<file path="src/rtl/gmii_tx_framer.sv">
// Host byte stream to GMII: preamble/SFD, payload, underrun abort, inter-frame gap.
// Define GMII_TX_FRAMER_FCS_EN to add minimum-length zero padding and the CRC-32 FCS.
module gmii_tx_framer #(
    parameter int IFG_BYTES = 12,
    parameter int MIN_BYTES = 60
) (
    input  logic        gmii_clk,
    input  logic        rst_n,
    input  logic [7:0]  tx_data,
    input  logic        tx_valid,
    input  logic        tx_last,
    output logic        tx_ready,
    output logic [7:0]  gmii_txd,
    output logic        gmii_tx_en,
    output logic        gmii_tx_er,
    output logic        busy,
    output logic [15:0] frame_cnt,
    output logic [7:0]  underrun_cnt
);

`ifdef GMII_TX_FRAMER_FCS_EN
    typedef enum logic [2:0] {
        IDLE = 3'd0, PRE = 3'd1, SFD = 3'd2, DATA = 3'd3,
        PAD = 3'd4, FCS = 3'd5, DRAIN = 3'd6, IFG = 3'd7
    } state_t;
`else
    typedef enum logic [2:0] {
        IDLE = 3'd0, PRE = 3'd1, SFD = 3'd2, DATA = 3'd3,
        DRAIN = 3'd6, IFG = 3'd7
    } state_t;
`endif

    localparam logic [7:0] IFG_LAST = 8'(IFG_BYTES - 1);

    state_t      state, state_nx;
    logic [7:0]  cyc_cnt, cyc_cnt_nx;
    logic [7:0]  txd_nx;
    logic        en_nx, er_nx, frame_inc, underrun_inc;

`ifdef GMII_TX_FRAMER_FCS_EN
    localparam logic [10:0] MIN_CNT = 11'(MIN_BYTES);

    logic [10:0] byte_cnt, byte_cnt_nx, cnt_inc;
    logic [31:0] crc, crc_nx, fcs;

    function automatic logic [31:0] crc32_byte(input logic [31:0] c, input logic [7:0] d);
        logic [31:0] r;
        r = c;
        for (int i = 0; i < 8; i++)
            r = (r >> 1) ^ ((r[0] ^ d[i]) ? 32'hEDB8_8320 : 32'h0);
        return r;
    endfunction

    function automatic logic [10:0] sat_inc(input logic [10:0] v);
        return (v == 11'h7FF) ? v : v + 11'd1;
    endfunction

    assign cnt_inc = sat_inc(byte_cnt);
    assign fcs     = ~crc;
`endif

    assign tx_ready = (state == SFD) || (state == DATA) || (state == DRAIN);
    assign busy     = (state != IDLE);

    // Next-state logic computes the byte driven on GMII in the following cycle.
    always_comb begin
        state_nx     = state;
        cyc_cnt_nx   = cyc_cnt;
        txd_nx       = 8'h00;
        en_nx        = 1'b0;
        er_nx        = 1'b0;
        frame_inc    = 1'b0;
        underrun_inc = 1'b0;
`ifdef GMII_TX_FRAMER_FCS_EN
        byte_cnt_nx  = byte_cnt;
        crc_nx       = crc;
`endif
        unique case (state)
            IDLE: begin
                if (tx_valid) begin
                    state_nx   = PRE;
                    cyc_cnt_nx = 8'd0;
                    txd_nx     = 8'h55;
                    en_nx      = 1'b1;
`ifdef GMII_TX_FRAMER_FCS_EN
                    byte_cnt_nx = 11'd0;
                    crc_nx      = 32'hFFFF_FFFF;
`endif
                end
            end
            PRE: begin
                en_nx      = 1'b1;
                cyc_cnt_nx = cyc_cnt + 8'd1;
                if (cyc_cnt == 8'd6) begin
                    state_nx = SFD;
                    txd_nx   = 8'hD5;
                end else begin
                    txd_nx   = 8'h55;
                end
            end
            // The preamble is already on the wire during SFD, so a missing first byte
            // is as fatal as a gap later on and is treated as an underrun too.
            SFD, DATA: begin
                en_nx = 1'b1;
                if (tx_valid) begin
                    txd_nx   = tx_data;
                    state_nx = DATA;
`ifdef GMII_TX_FRAMER_FCS_EN
                    byte_cnt_nx = cnt_inc;
                    crc_nx      = crc32_byte(crc, tx_data);
                    if (tx_last) begin
                        state_nx   = (cnt_inc < MIN_CNT) ? PAD : FCS;
                        cyc_cnt_nx = 8'd0;
                    end
`else
                    if (tx_last) begin
                        state_nx   = IFG;
                        cyc_cnt_nx = 8'd0;
                        frame_inc  = 1'b1;
                    end
`endif
                end else begin
                    txd_nx       = 8'hFF;
                    er_nx        = 1'b1;
                    underrun_inc = 1'b1;
                    state_nx     = DRAIN;
                end
            end
`ifdef GMII_TX_FRAMER_FCS_EN
            PAD: begin
                en_nx       = 1'b1;
                byte_cnt_nx = cnt_inc;
                crc_nx      = crc32_byte(crc, 8'h00);
                if (cnt_inc >= MIN_CNT) begin
                    state_nx   = FCS;
                    cyc_cnt_nx = 8'd0;
                end
            end
            FCS: begin
                en_nx      = 1'b1;
                txd_nx     = fcs[{cyc_cnt[1:0], 3'b000} +: 8];
                cyc_cnt_nx = cyc_cnt + 8'd1;
                if (cyc_cnt == 8'd3) begin
                    state_nx   = IFG;
                    cyc_cnt_nx = 8'd0;
                    frame_inc  = 1'b1;
                end
            end
`endif
            DRAIN: begin
                if (tx_valid && tx_last) begin
                    state_nx   = IFG;
                    cyc_cnt_nx = 8'd0;
                end
            end
            IFG: begin
                cyc_cnt_nx = cyc_cnt + 8'd1;
                if (cyc_cnt == IFG_LAST)
                    state_nx = IDLE;
            end
            default: state_nx = IDLE;
        endcase
    end

    always_ff @(posedge gmii_clk or negedge rst_n) begin
        if (!rst_n) begin
            state        <= IDLE;
            cyc_cnt      <= 8'd0;
            gmii_txd     <= 8'h00;
            gmii_tx_en   <= 1'b0;
            gmii_tx_er   <= 1'b0;
            frame_cnt    <= 16'd0;
            underrun_cnt <= 8'd0;
        end else begin
            state      <= state_nx;
            cyc_cnt    <= cyc_cnt_nx;
            gmii_txd   <= txd_nx;
            gmii_tx_en <= en_nx;
            gmii_tx_er <= er_nx;
            if (frame_inc)
                frame_cnt <= frame_cnt + 16'd1;
            if (underrun_inc && (underrun_cnt != 8'hFF))
                underrun_cnt <= underrun_cnt + 8'd1;
        end
    end

`ifdef GMII_TX_FRAMER_FCS_EN
    always_ff @(posedge gmii_clk) begin
        byte_cnt <= byte_cnt_nx;
        crc      <= crc_nx;
    end
`endif

endmodule

</file>
<file path="config.mk">
export PLATFORM = sky130hd
export DESIGN_NAME = gmii_tx_framer
export DESIGN_NICKNAME = d
export VERILOG_FILES = /design/src/rtl/gmii_tx_framer.sv
export SDC_FILE = /design/constraint.sdc
export NUM_CORES = 1
export LEC_CHECK = 0
export BUFFER_PORTS_ARGS = -buffer_cell sky130_fd_sc_hd__buf_4
export CAP_MARGIN = 20
export CORE_ASPECT_RATIO = 1.1
export CORE_MARGIN = 2
export CORE_UTILIZATION = 48
export CTS_CLUSTER_DIAMETER = 30
export DETAILED_ROUTE_END_ITERATION = 10
export PLACE_DENSITY = 0.82
export SLEW_MARGIN = 20
export SYNTH_ARGS = -nofsm -noshare
export SYNTH_HDL_FRONTEND = slang
export SYNTH_SLANG_ARGS = --single-unit
</file>
<file path="constraint.sdc">
create_clock -name gmii_clk -period 1.51 [get_ports gmii_clk]
set_input_delay 0.302 -clock gmii_clk [delete_from_list [all_inputs] [get_ports gmii_clk]]
set_output_delay 0.302 -clock gmii_clk [all_outputs]
set_load 0.1 [all_outputs]
</file>
==> Yosys cells after proc, flatten, opt, wreduce, memory -nomap -nowiden <==
Cells that the tools add are included.
{ "word_totals": {"out_inout_bits": 36, "reg_bits": 45} }
{ "classes": {"muxes": 23, "n_reduce_logical": 12, "n_eq_ne": 14, "add_sub_neg": 3} }
{ "ops": {"columns": ["op", "n"], "rows": [
  ["8-bit 2-to-1 mux", 6],
  ["8-bit one-hot mux with 4 select lines", 1],
  ["8-bit one-hot mux with 3 select lines", 1],
  ["3-bit 2-to-1 mux", 6],
  ["16-bit by 1-bit adder with 16-bit output, second input constant", 1],
  ["8-bit by 1-bit adder with 8-bit output, second input constant", 2],
  ["3-bit one-hot mux with 5 select lines", 1],
  ["2-bit inequality test, second input constant", 5],
  ["8-bit by 3-bit == test with 1-bit output, second input constant", 1],
  ["8-bit by 4-bit == test with 1-bit output, second input constant", 1],
  ["8-bit inequality test, second input constant", 1],
  ["7-bit 2-to-1 mux", 1],
  ["3-bit by 2-bit == test with 1-bit output, second input constant", 2],
  ["3-bit == test, second input constant", 2],
  ["1-bit 2-to-1 mux", 6],
  ["5-bit AND reduction", 1],
  ["4-bit AND reduction", 1],
  ["4-bit nonzero test", 1],
  ["2-bit OR reduction", 2],
  ["3-bit by 1-bit == test with 1-bit output, second input constant", 1],
  ["3-bit zero test", 1],
  ["3-bit nonzero test", 1],
  ["3-bit OR reduction", 1],
  ["1-bit logical AND", 2],
  ["3 further kinds", 4]
]} }

==> Longest topological paths before layout <==
Gate-level depths: netlist of the first run.
{ "logic_depth": {"word_depth": 4, "mapped_depth": 6} }

==> Worst setup path after synthesis of the first run <==
No wires, ideal clock.
{ "synth_timing": {"kind": "reg-to-output", "start": "register (tool-made name)", "end": "output port tx_ready", "stages_incl_launch_ff": 3, "required_time_ps": 1208, "arrival_ps": 2912, "slack_ps": -1704, "n_path_buf": 1, "path_cell_list": "dfrtp_1 -> clkbuf_1 -> a21boi_0"} }
{ "synth_rtl": {"columns": ["element", "line_no", "text"], "rows": [
  ["end: declaration", "12", "output logic tx_ready,"]
]} }

==> Worst setup path after layout of the first run <==
{ "layout_timing": {"start": "register state[2]", "end": "output port busy"} }
{ "layout_via": {"elab_chain_len": 1} }
{ "layout_rtl": {"columns": ["element", "line_no", "text"], "rows": [
  ["start: declaration", "35", "state_t state, state_nx;"],
  ["start signal: assignment", "175", "state <= state_nx;"],
  ["3-bit nonzero test", "63", "assign busy = (state != IDLE);"],
  ["end: declaration", "16", "output logic busy,"]
]} }
Every way passes these cells.

==> implementation parameters, run 1 <==
Parameter                              Value

Outcome
  Result of the run ... complete, but fails checks
  Violations in the final reports ... negative hold slack, negative setup slack

Drt
  Average detailed-routed wire length per instance ... 15.77 um
  DR vias/cell ... 5.304
  Violation count after the first detailed-routing iteration ... 151
  Post-DRT Antenna Nets ... 0
  Via Count ... 1777
  Total length of routed wires ... 5284 um
  Remaining routing DRC violations ... 0
  Iteration count of the initial detailed-routing pass ... 4

Global route
  Routing usage on met2 ... 37.11%
  Maximum number of pins on one net before global-route repair ... 46
  Vias in the first global route ... 1770
  M1 GR Usage ... 27.54%
  Total Routing Usage GR ... 21.93%
  Wire length of the first global-routing pass ... 8286 um
  Layer with the highest usage after global routing ... met2
  Grt met3 use ... 5.295%
  Number of antenna violations at the first check in global routing ... 0
  Total global routing overflow ... 0

Timing
  Number of hold violations in the final report ... 25
  Worst Hold Slack ... -0.01766 ns
  Final number of max-transition violations ... 0
  Final setup viols ... 30
  Actual slew at the worst max-slew pin ... 0.5630 ns
  Upper clock frequency limit ... 561.4 MHz
  Part of the cycle the worst path needs ... 118.0%
  Setup repair after global routing missed its margin ... true
  Crit path setup slack, layout ... -0.2713 ns
  Worst clock skew ... 0.006694 ns
  Headroom to the max-slew limit ... 62.47%
  Clock period minus final worst setup slack ... 1.781 ns

Worst setup path
  Worst setup EP type ... output port
  Worst Reg-to-Reg Cells ... 6
  Category of the worst setup path launch point ... flip-flop
  Critical path peak fanout ... 2
  Flop-to-flop setup slack ... -0.24 ns
  Launch instance of the worst register-to-register path ... state[2]$_DFFE_PN0P_
  Launch point of the critical path ... state[2]$_DFFE_PN0P_
  Worst setup path class ... flip-flop to output port
  Critical path arrival ... 1.48 ns
  Reg-to-Reg End ... cyc_cnt[3]$_DFFE_PN0P_
  Critical Path End ... busy
  Data required time at the worst endpoint ... 1.21 ns

Cells and area
  Multi-input gate area ... 1102 um^2
  Nets@finish ... 296
  Area growth from synthesis to layout ... 47.23%
  Register area ... 1200 um^2
  Share of final-layout standard cells stronger than drive strength 1 ... 51.60%
  Final Instance Area ... 3187 um^2
  Fillcell total ... 287
  Most common library cell in the layout ignoring fill and taps ... sky130_fd_sc_hd__buf_4
  Total inserted antenna cells ... 0
  Most frequent cells in the layout ... 71 x sky130_fd_sc_hd__buf_4, 22 x sky130_fd_sc_hd__dfrtp_1, 21 x sky130_fd_sc_hd__nand2_1

Place
  Final weighted congestion of routability-driven global placement ... 0.8443
  DPL Wire Length ... 3582 um
  Port bufs ... 47
  Cell area after placement ... 2915 um^2

Power and ir drop
  Worst voltage drop across the vdd grid ... 0.6880 mV
  Pwr dens ... 697.7 nW/um^2
  Lkg Pwr ... 1.506 nW

Synthesis
  Dominant synthesized flop cell ... sky130_fd_sc_hd__dfrtp_1
  Total standard cell area after synthesis ... 2165 um^2
  Multiplexer area fraction after synthesis ... 3.931%
  Area share of xor/xnor cells in the synthesized design ... 9.306%
  Number of warnings printed during yosys synthesis ... 0
  Fraction of the mapped netlist area in adder cells ... 2.312%
  Count of unique library cells instantiated by Yosys ... 43
  Dominant combinational cell family by area after synthesis ... simple AND/OR/NAND/NOR gates
  Post-synthesis simple-gate area fraction ... 19.48%
  Flip-flop and latch count after synthesis ... 45
  Syn_nets ... 214
  Post-synth EDFFs ... 0
  Post-synthesis compound-gate area fraction ... 9.595%
  Share of synthesized flip-flops with an asynchronous set or reset ... 100.0%
  Average instance area after synthesis ... 10.93 um^2
  Sequential element share of the synthesized area ... 52.02%
  Synthesized instance count ... 198

Clock network
  Hold-fix buffers, CTS ... 0
  CTS max path bufs ... 2
  Number of buffers created by CTS ... 5
  Clk_lat worst skew ... 0.30 ns
  CTS H-tree lvls ... 2
  CTS tree ... done
  Sink Count ... 45
  Buffer cell driving the clock tree root ... sky130_fd_sc_hd__clkbuf_8
  Clock Pin Slew Worst Setup and Hold Paths ... 0.08 ns

Flow run
  Count of maximum capacitance violations ... 0

Die
  Y dimension of the die ... 74.43 um
  Initial Utilization ... 50.14%
  Floorplan die area ... 5063 um^2
  Standard-cell row count ... 25
  Area of the placeable core ... 4317 um^2
  Count of boundary I/O pins ... 48
  Horiz. Die Dim ... 68.03 um

Worst hold path
  Worst min path class ... primary input to async pin
-- worst max-delay path, stage by stage, from the launching register on --
cell	delay, ns
sky130_fd_sc_hd__dfrtp_1	0.40
sky130_fd_sc_hd__buf_6	0.12
sky130_fd_sc_hd__buf_6	0.10
sky130_fd_sc_hd__or3_4	0.37
sky130_fd_sc_hd__buf_12	0.17
-- what timing repair did --
item,4_1_cts,5_1_grt
setup buffers,1,2
pin swaps,5,8
resized for setup,19,16
setup endpoints to repair,27,27
-- synthesized netlist by cell type, types with 3 or more instances --
| master | count | area, um^2 |
|---|---|---|
| sky130_fd_sc_hd__a21o_1 | 4 | 30.03 |
| sky130_fd_sc_hd__a21oi_1 | 5 | 25.02 |
| sky130_fd_sc_hd__and3_1 | 3 | 18.77 |
| sky130_fd_sc_hd__clkbuf_1 | 3 | 11.26 |
| sky130_fd_sc_hd__dfrtp_1 | 45 | 1126 |
| sky130_fd_sc_hd__ha_1 | 4 | 50.05 |
| sky130_fd_sc_hd__inv_1 | 10 | 37.54 |
| sky130_fd_sc_hd__mux2_2 | 3 | 33.78 |
| sky130_fd_sc_hd__mux2i_1 | 4 | 40.04 |
| sky130_fd_sc_hd__nand2_1 | 21 | 78.83 |
| sky130_fd_sc_hd__nand3_1 | 15 | 75.07 |
| sky130_fd_sc_hd__nand4_1 | 6 | 37.54 |
| sky130_fd_sc_hd__nor2_1 | 7 | 26.28 |
| sky130_fd_sc_hd__nor3_1 | 6 | 30.03 |
| sky130_fd_sc_hd__o21a_1 | 5 | 37.54 |
| sky130_fd_sc_hd__o21ai_0 | 3 | 15.01 |
| sky130_fd_sc_hd__or2_2 | 4 | 25.02 |
| sky130_fd_sc_hd__xnor2_1 | 15 | 131.4 |
| sky130_fd_sc_hd__xor2_1 | 8 | 70.07 |
-- flip-flops by register name, summed over array words and instances, names as in the netlist, named ones only --
register,cells
cyc_cnt,8
frame_cnt,16
gmii_tx_en,1
gmii_tx_er,1
gmii_txd,8
state,2
underrun_cnt,8
-- worst min-delay path by stage --
stage	startpoint	end	slack [ns]	depth (start not counted)
4_1_cts	rst_n	frame_cnt[15]$_DFFE_PN0P_	0.008	1
3_3_place_gp	rst_n	underrun_cnt[6]$_DFFE_PN0P_	0.33	1
3_5_place_dp	rst_n	frame_cnt[15]$_DFFE_PN0P_	0.34	1
2_1_floorplan	rst_n	async pin	0.006	0
6_report	rst_n	underrun_cnt[5]$_DFFE_PN0P_	-0.02	1
5_1_grt	rst_n	underrun_cnt[6]$_DFFE_PN0P_	0.03	1
-- final cells by class --
cell class,instances,share of cell area [%]
flip-flops and latches,45,37.65
multi-input cells,137,34.59
repair buffers,81,20.81
clock buffers,7,2.709
well taps,54,2.120
inverters,10,1.178
clock inverters,1,0.9423
-- metrics by stage --
step / std cells / util (%) / setup slack, ns / power [W] / TNS [ns]
2_1_floorplan: 198 / - / -0.1895 / 0.001239 / -1.372
3_3_place_gp: 324 / 67.54 / -0.08157 / 0.001293 / -0.6313
3_5_place_dp: 324 / 67.54 / -0.1295 / 0.001294 / -1.205
4_1_cts: 333 / 72.14 / -0.2777 / 0.002233 / -1.522
5_1_grt: 335 / 73.83 / -0.2995 / 0.002296 / -4.565
6_report: 335 / 73.83 / -0.2713 / 0.002223 / -2.762
-- layer usage --
layer	vias to the layer above	routed length (um)
li1	847	-
met1	876	2185
met2	47	2816
met3	7	215
met4	0	67
met5	-	0
-- cell families after synthesis --
family,after synthesis
simple gates,77
flops,45
compound gates,25
xor+xnor,23
buf+inv,16
mux,8
fa+ha+maj,4
-- power breakdown --
group	switching [W]	internal, W	total [W]
clock network	0.000414	0.000540	0.000954
logic	0.0000409	0.0000261	0.0000670
registers	0	0.00120	0.00120
(Power assumes the default switching activity.)
==> run 2: changes to the inputs <==
--- a/config.mk
+++ b/config.mk
@@ -9,10 +9,13 @@
 export CAP_MARGIN = 20
 export CORE_ASPECT_RATIO = 1.1
 export CORE_MARGIN = 2
-export CORE_UTILIZATION = 48
+export CORE_UTILIZATION = 50
+export CTS_BUF_LIST = sky130_fd_sc_hd__clkbuf_4
 export CTS_CLUSTER_DIAMETER = 30
 export DETAILED_ROUTE_END_ITERATION = 10
-export PLACE_DENSITY = 0.82
+export GPL_TIMING_DRIVEN = 0
+export MAX_ROUTING_LAYER = met4
+export PLACE_DENSITY = 0.84
 export SLEW_MARGIN = 20
 export SYNTH_ARGS = -nofsm -noshare
 export SYNTH_HDL_FRONTEND = slang
==> run 2 against run 1 <==
  * Clock skew shrank 0.00055 ns
  * Critical path depth is 1 lower
  * Clock power decreased by 22%
  * Via count is 2.4% higher
  * Sequential share of layout area up 0.19 points
  * Cell area is 0.51% lower
  * Utilization rose by 1.3 points
  * Final cell count fell by 3.0%
  * Combinational power is 3.3% higher
  * The flow finishes with violations (negative setup slack)
  * Critical endpoint unchanged
==> implementation parameters, run 2 (synthesis results as in run 1) <==
Parameter                              Value

Worst setup path
  Launch point of the critical path ... state[2]$_DFFE_PN0P_
  Launch instance of the worst register-to-register path ... state[2]$_DFFE_PN0P_
  Flop-to-flop setup slack ... -0.27 ns (-0.03 ns)
  Category of the worst setup path launch point ... flip-flop
  Worst setup path class ... flip-flop to output port
  Data required time at the worst endpoint ... 1.21 ns (about the same)
  Worst setup EP type ... output port
  Critical path arrival ... 1.49 ns (about the same)
  Critical path peak fanout ... 4 (+2)

Global route
  Routing usage on met2 ... 42.22% (+5.1 points)
  Vias in the first global route ... 1776 (+0.34%)
  Total global routing overflow ... 0 (unchanged)
  Wire length of the first global-routing pass ... 8666 um (+4.6%)
  M1 GR Usage ... 27.28% (-0.26 points)
  Total Routing Usage GR ... 24.87% (+2.9 points)
  Number of antenna violations at the first check in global routing ... 0 (unchanged)
  Grt met3 use ... 5.864% (+0.57 points)
  Maximum number of pins on one net before global-route repair ... 46 (unchanged)
  Layer with the highest usage after global routing ... met2

Worst hold path
  Worst min path class ... primary input to flip-flop
  Source of the worst hold timing path ... tx_data[7]

Place
  Worst setup timing slack at the placement stage ... -0.2022 ns (-0.07269 ns)
  DPL Wire Length ... 3040 um (-15%)
  Cell area after placement ... 2719 um^2 (-6.7%)
  Final weighted congestion of routability-driven global placement ... 0.7683 (-9.0%)
  Port bufs ... 46 (-2.1%)

Cells and area
  Area growth from synthesis to layout ... 46.47%
  Most frequent cells in the layout ... 58 x sky130_fd_sc_hd__buf_4, 22 x sky130_fd_sc_hd__dfrtp_1, 20 x sky130_fd_sc_hd__nand2_1
  Core Util, Final ... 75.08% (+1.3 points)
  Share of final-layout standard cells stronger than drive strength 1 ... 51.66% (+0.059 points)
  Nets@finish ... 286 (-3.4%)
  Most common library cell in the layout ignoring fill and taps ... sky130_fd_sc_hd__buf_4
  Final Instance Area ... 3171 um^2 (-0.51%)
  Max reg flops ... 16 (unchanged)
  Total inserted antenna cells ... 0 (unchanged)
  Register containing the most flip-flops in the final layout ... frame_cnt

Power and ir drop
  Power Internal ... 0.001593 W (-10%)
  Sw Ratio ... 21.18% (+0.73 points)
  Comb pwr share ... 3.4% (+0.4 points)
  Pwr dens ... 637.3 nW/um^2 (-8.7%)
  Clock power frac ... 37.0% (-5.9 points)
  Proportion of power drawn by flip-flops and latches ... 59.6% (+5.5 points)
  Lkg Pwr ... 1.479 nW (-1.8%)
  Worst voltage drop across the vdd grid ... 0.4081 mV (-41%)
  Switching power ... 0.0004280 W (-5.9%)

Clock network
  Sink Count ... 45 (unchanged)
  CTS tree ... done
  Clock Pin Slew Worst Setup and Hold Paths ... 0.13 ns (+0.05 ns)
  CTS max path bufs ... 2 (unchanged)
  CTS H-tree lvls ... 2 (unchanged)
  Buffer cell driving the clock tree root ... sky130_fd_sc_hd__clkbuf_4
  Number of buffers created by CTS ... 5 (unchanged)
  Clk_lat worst skew ... 0.36 ns (+0.06 ns)

Die
  Count of boundary I/O pins ... 48 (unchanged)
  Standard-cell row count ... 25 (unchanged)
  Floorplan die area ... 4872 um^2 (-3.8%)
  Area of the placeable core ... 4223 um^2 (-2.2%)
  Y dimension of the die ... 73.01 um (-1.9%)
  Initial Utilization ... 51.26% (+1.1 points)
  Horiz. Die Dim ... 66.74 um (-1.9%)

Timing
  Part of the cycle the worst path needs ... 118.6% (+0.60 points)
  Final setup viols ... 29 (-3.3%)
  Setup repair after global routing missed its margin ... true
  Number of hold violations in the final report ... 0 (-100%)
  Upper clock frequency limit ... 558.6 MHz (-0.50%)
  Worst clock skew ... 0.006141 ns (-0.0005532 ns)
  Final number of max-transition violations ... 0 (unchanged)
  Clock period minus final worst setup slack ... 1.790 ns (+0.009014 ns)
  Headroom to the max-slew limit ... 62.44% (about the same)
  Total negative slack ... -4.134 ns (-1.372 ns)
  Worst Hold Slack ... 0.1422 ns (+0.1598 ns)
  Crit path setup slack, layout ... -0.2803 ns (-0.009014 ns)
  Actual slew at the worst max-slew pin ... 0.5633 ns (+0.0003763 ns)

Drt
  Via Count ... 1819 (+2.4%)
  Violation count after the first detailed-routing iteration ... 127 (-16%)
  Remaining routing DRC violations ... 0 (unchanged)
  Total length of routed wires ... 5830 um (+10%)
  DR vias/cell ... 5.597 (+5.5%)
  Post-DRT Antenna Nets ... 0 (unchanged)
  Average detailed-routed wire length per instance ... 17.94 um (+14%)
  Iteration count of the initial detailed-routing pass ... 4 (unchanged)

Outcome
  Result of the run ... complete, but fails checks
  Violations in the final reports ... negative setup slack

Flow run
  Count of maximum capacitance violations ... 0 (unchanged)
## run 2: routing by layer
metal  wire (um)  vias up
met3         282       20
met2        3227       71
met5           0        -
met1        2120      895
met4         199        0
li1            -      833
## run 2: power groups by stage
stage                     clock, W  combinational [W]  sequential [W]
after global routing      0.000810          0.0000764         0.00120
final                     0.000748          0.0000692         0.00120
after CTS                 0.000757          0.0000673         0.00120
after floorplan                  0          0.0000103         0.00123
after global placement           0          0.0000589         0.00123
after detailed placement         0          0.0000589         0.00123
## run 2: layout make-up
cell class / instances / area [um^2]
Clock buffer: 6 / 45.04
Inverter: 10 / 37.54
Sequential cell: 45 / 1200
Clock inverter: 2 / 33.78
Multi-Input combinational cell: 137 / 1186
Timing Repair Buffer: 67 / 560.5
Tap cell: 54 / 67.56
Buffer: 4 / 40.04
Fill cell: 278 / 1052
## run 2: through the flow
step	std cells	total power, W
final	325	0.002021
after global routing	325	0.002091
after CTS	325	0.002029
after detailed placement	298	0.001288
after global placement	298	0.001288
after floorplan	198	0.001239
## run 2: repair_timing
action	CTS	global route
setup endpoints to repair	29	35
endpoints found under the hold margin	45	0
hold buffers	1	0
cloned	0	0
gates resized for setup	38	19
buffers inserted	18	3
pin swaps	18	11
## run 2: final timing paths
path | end | cells past startpoint
worst max-delay path | busy | 3
worst min-delay path | gmii_txd[7]$_DFF_PN0_ | 2
min in group asynchronous | underrun_cnt[4]$_DFFE_PN0P_ | 2
worst max register to register | cyc_cnt[3]$_DFFE_PN0P_ | 6
max in group asynchronous | frame_cnt[4]$_DFFE_PN0P_ | 2
worst min register to register | frame_cnt[15]$_DFFE_PN0P_ | 1
## run 2: critical path: stages, from the launching register on
cell,delay [ns]
sky130_fd_sc_hd__dfrtp_1,0.43
sky130_fd_sc_hd__buf_6,0.13
sky130_fd_sc_hd__or3_4,0.39
sky130_fd_sc_hd__buf_12,0.17
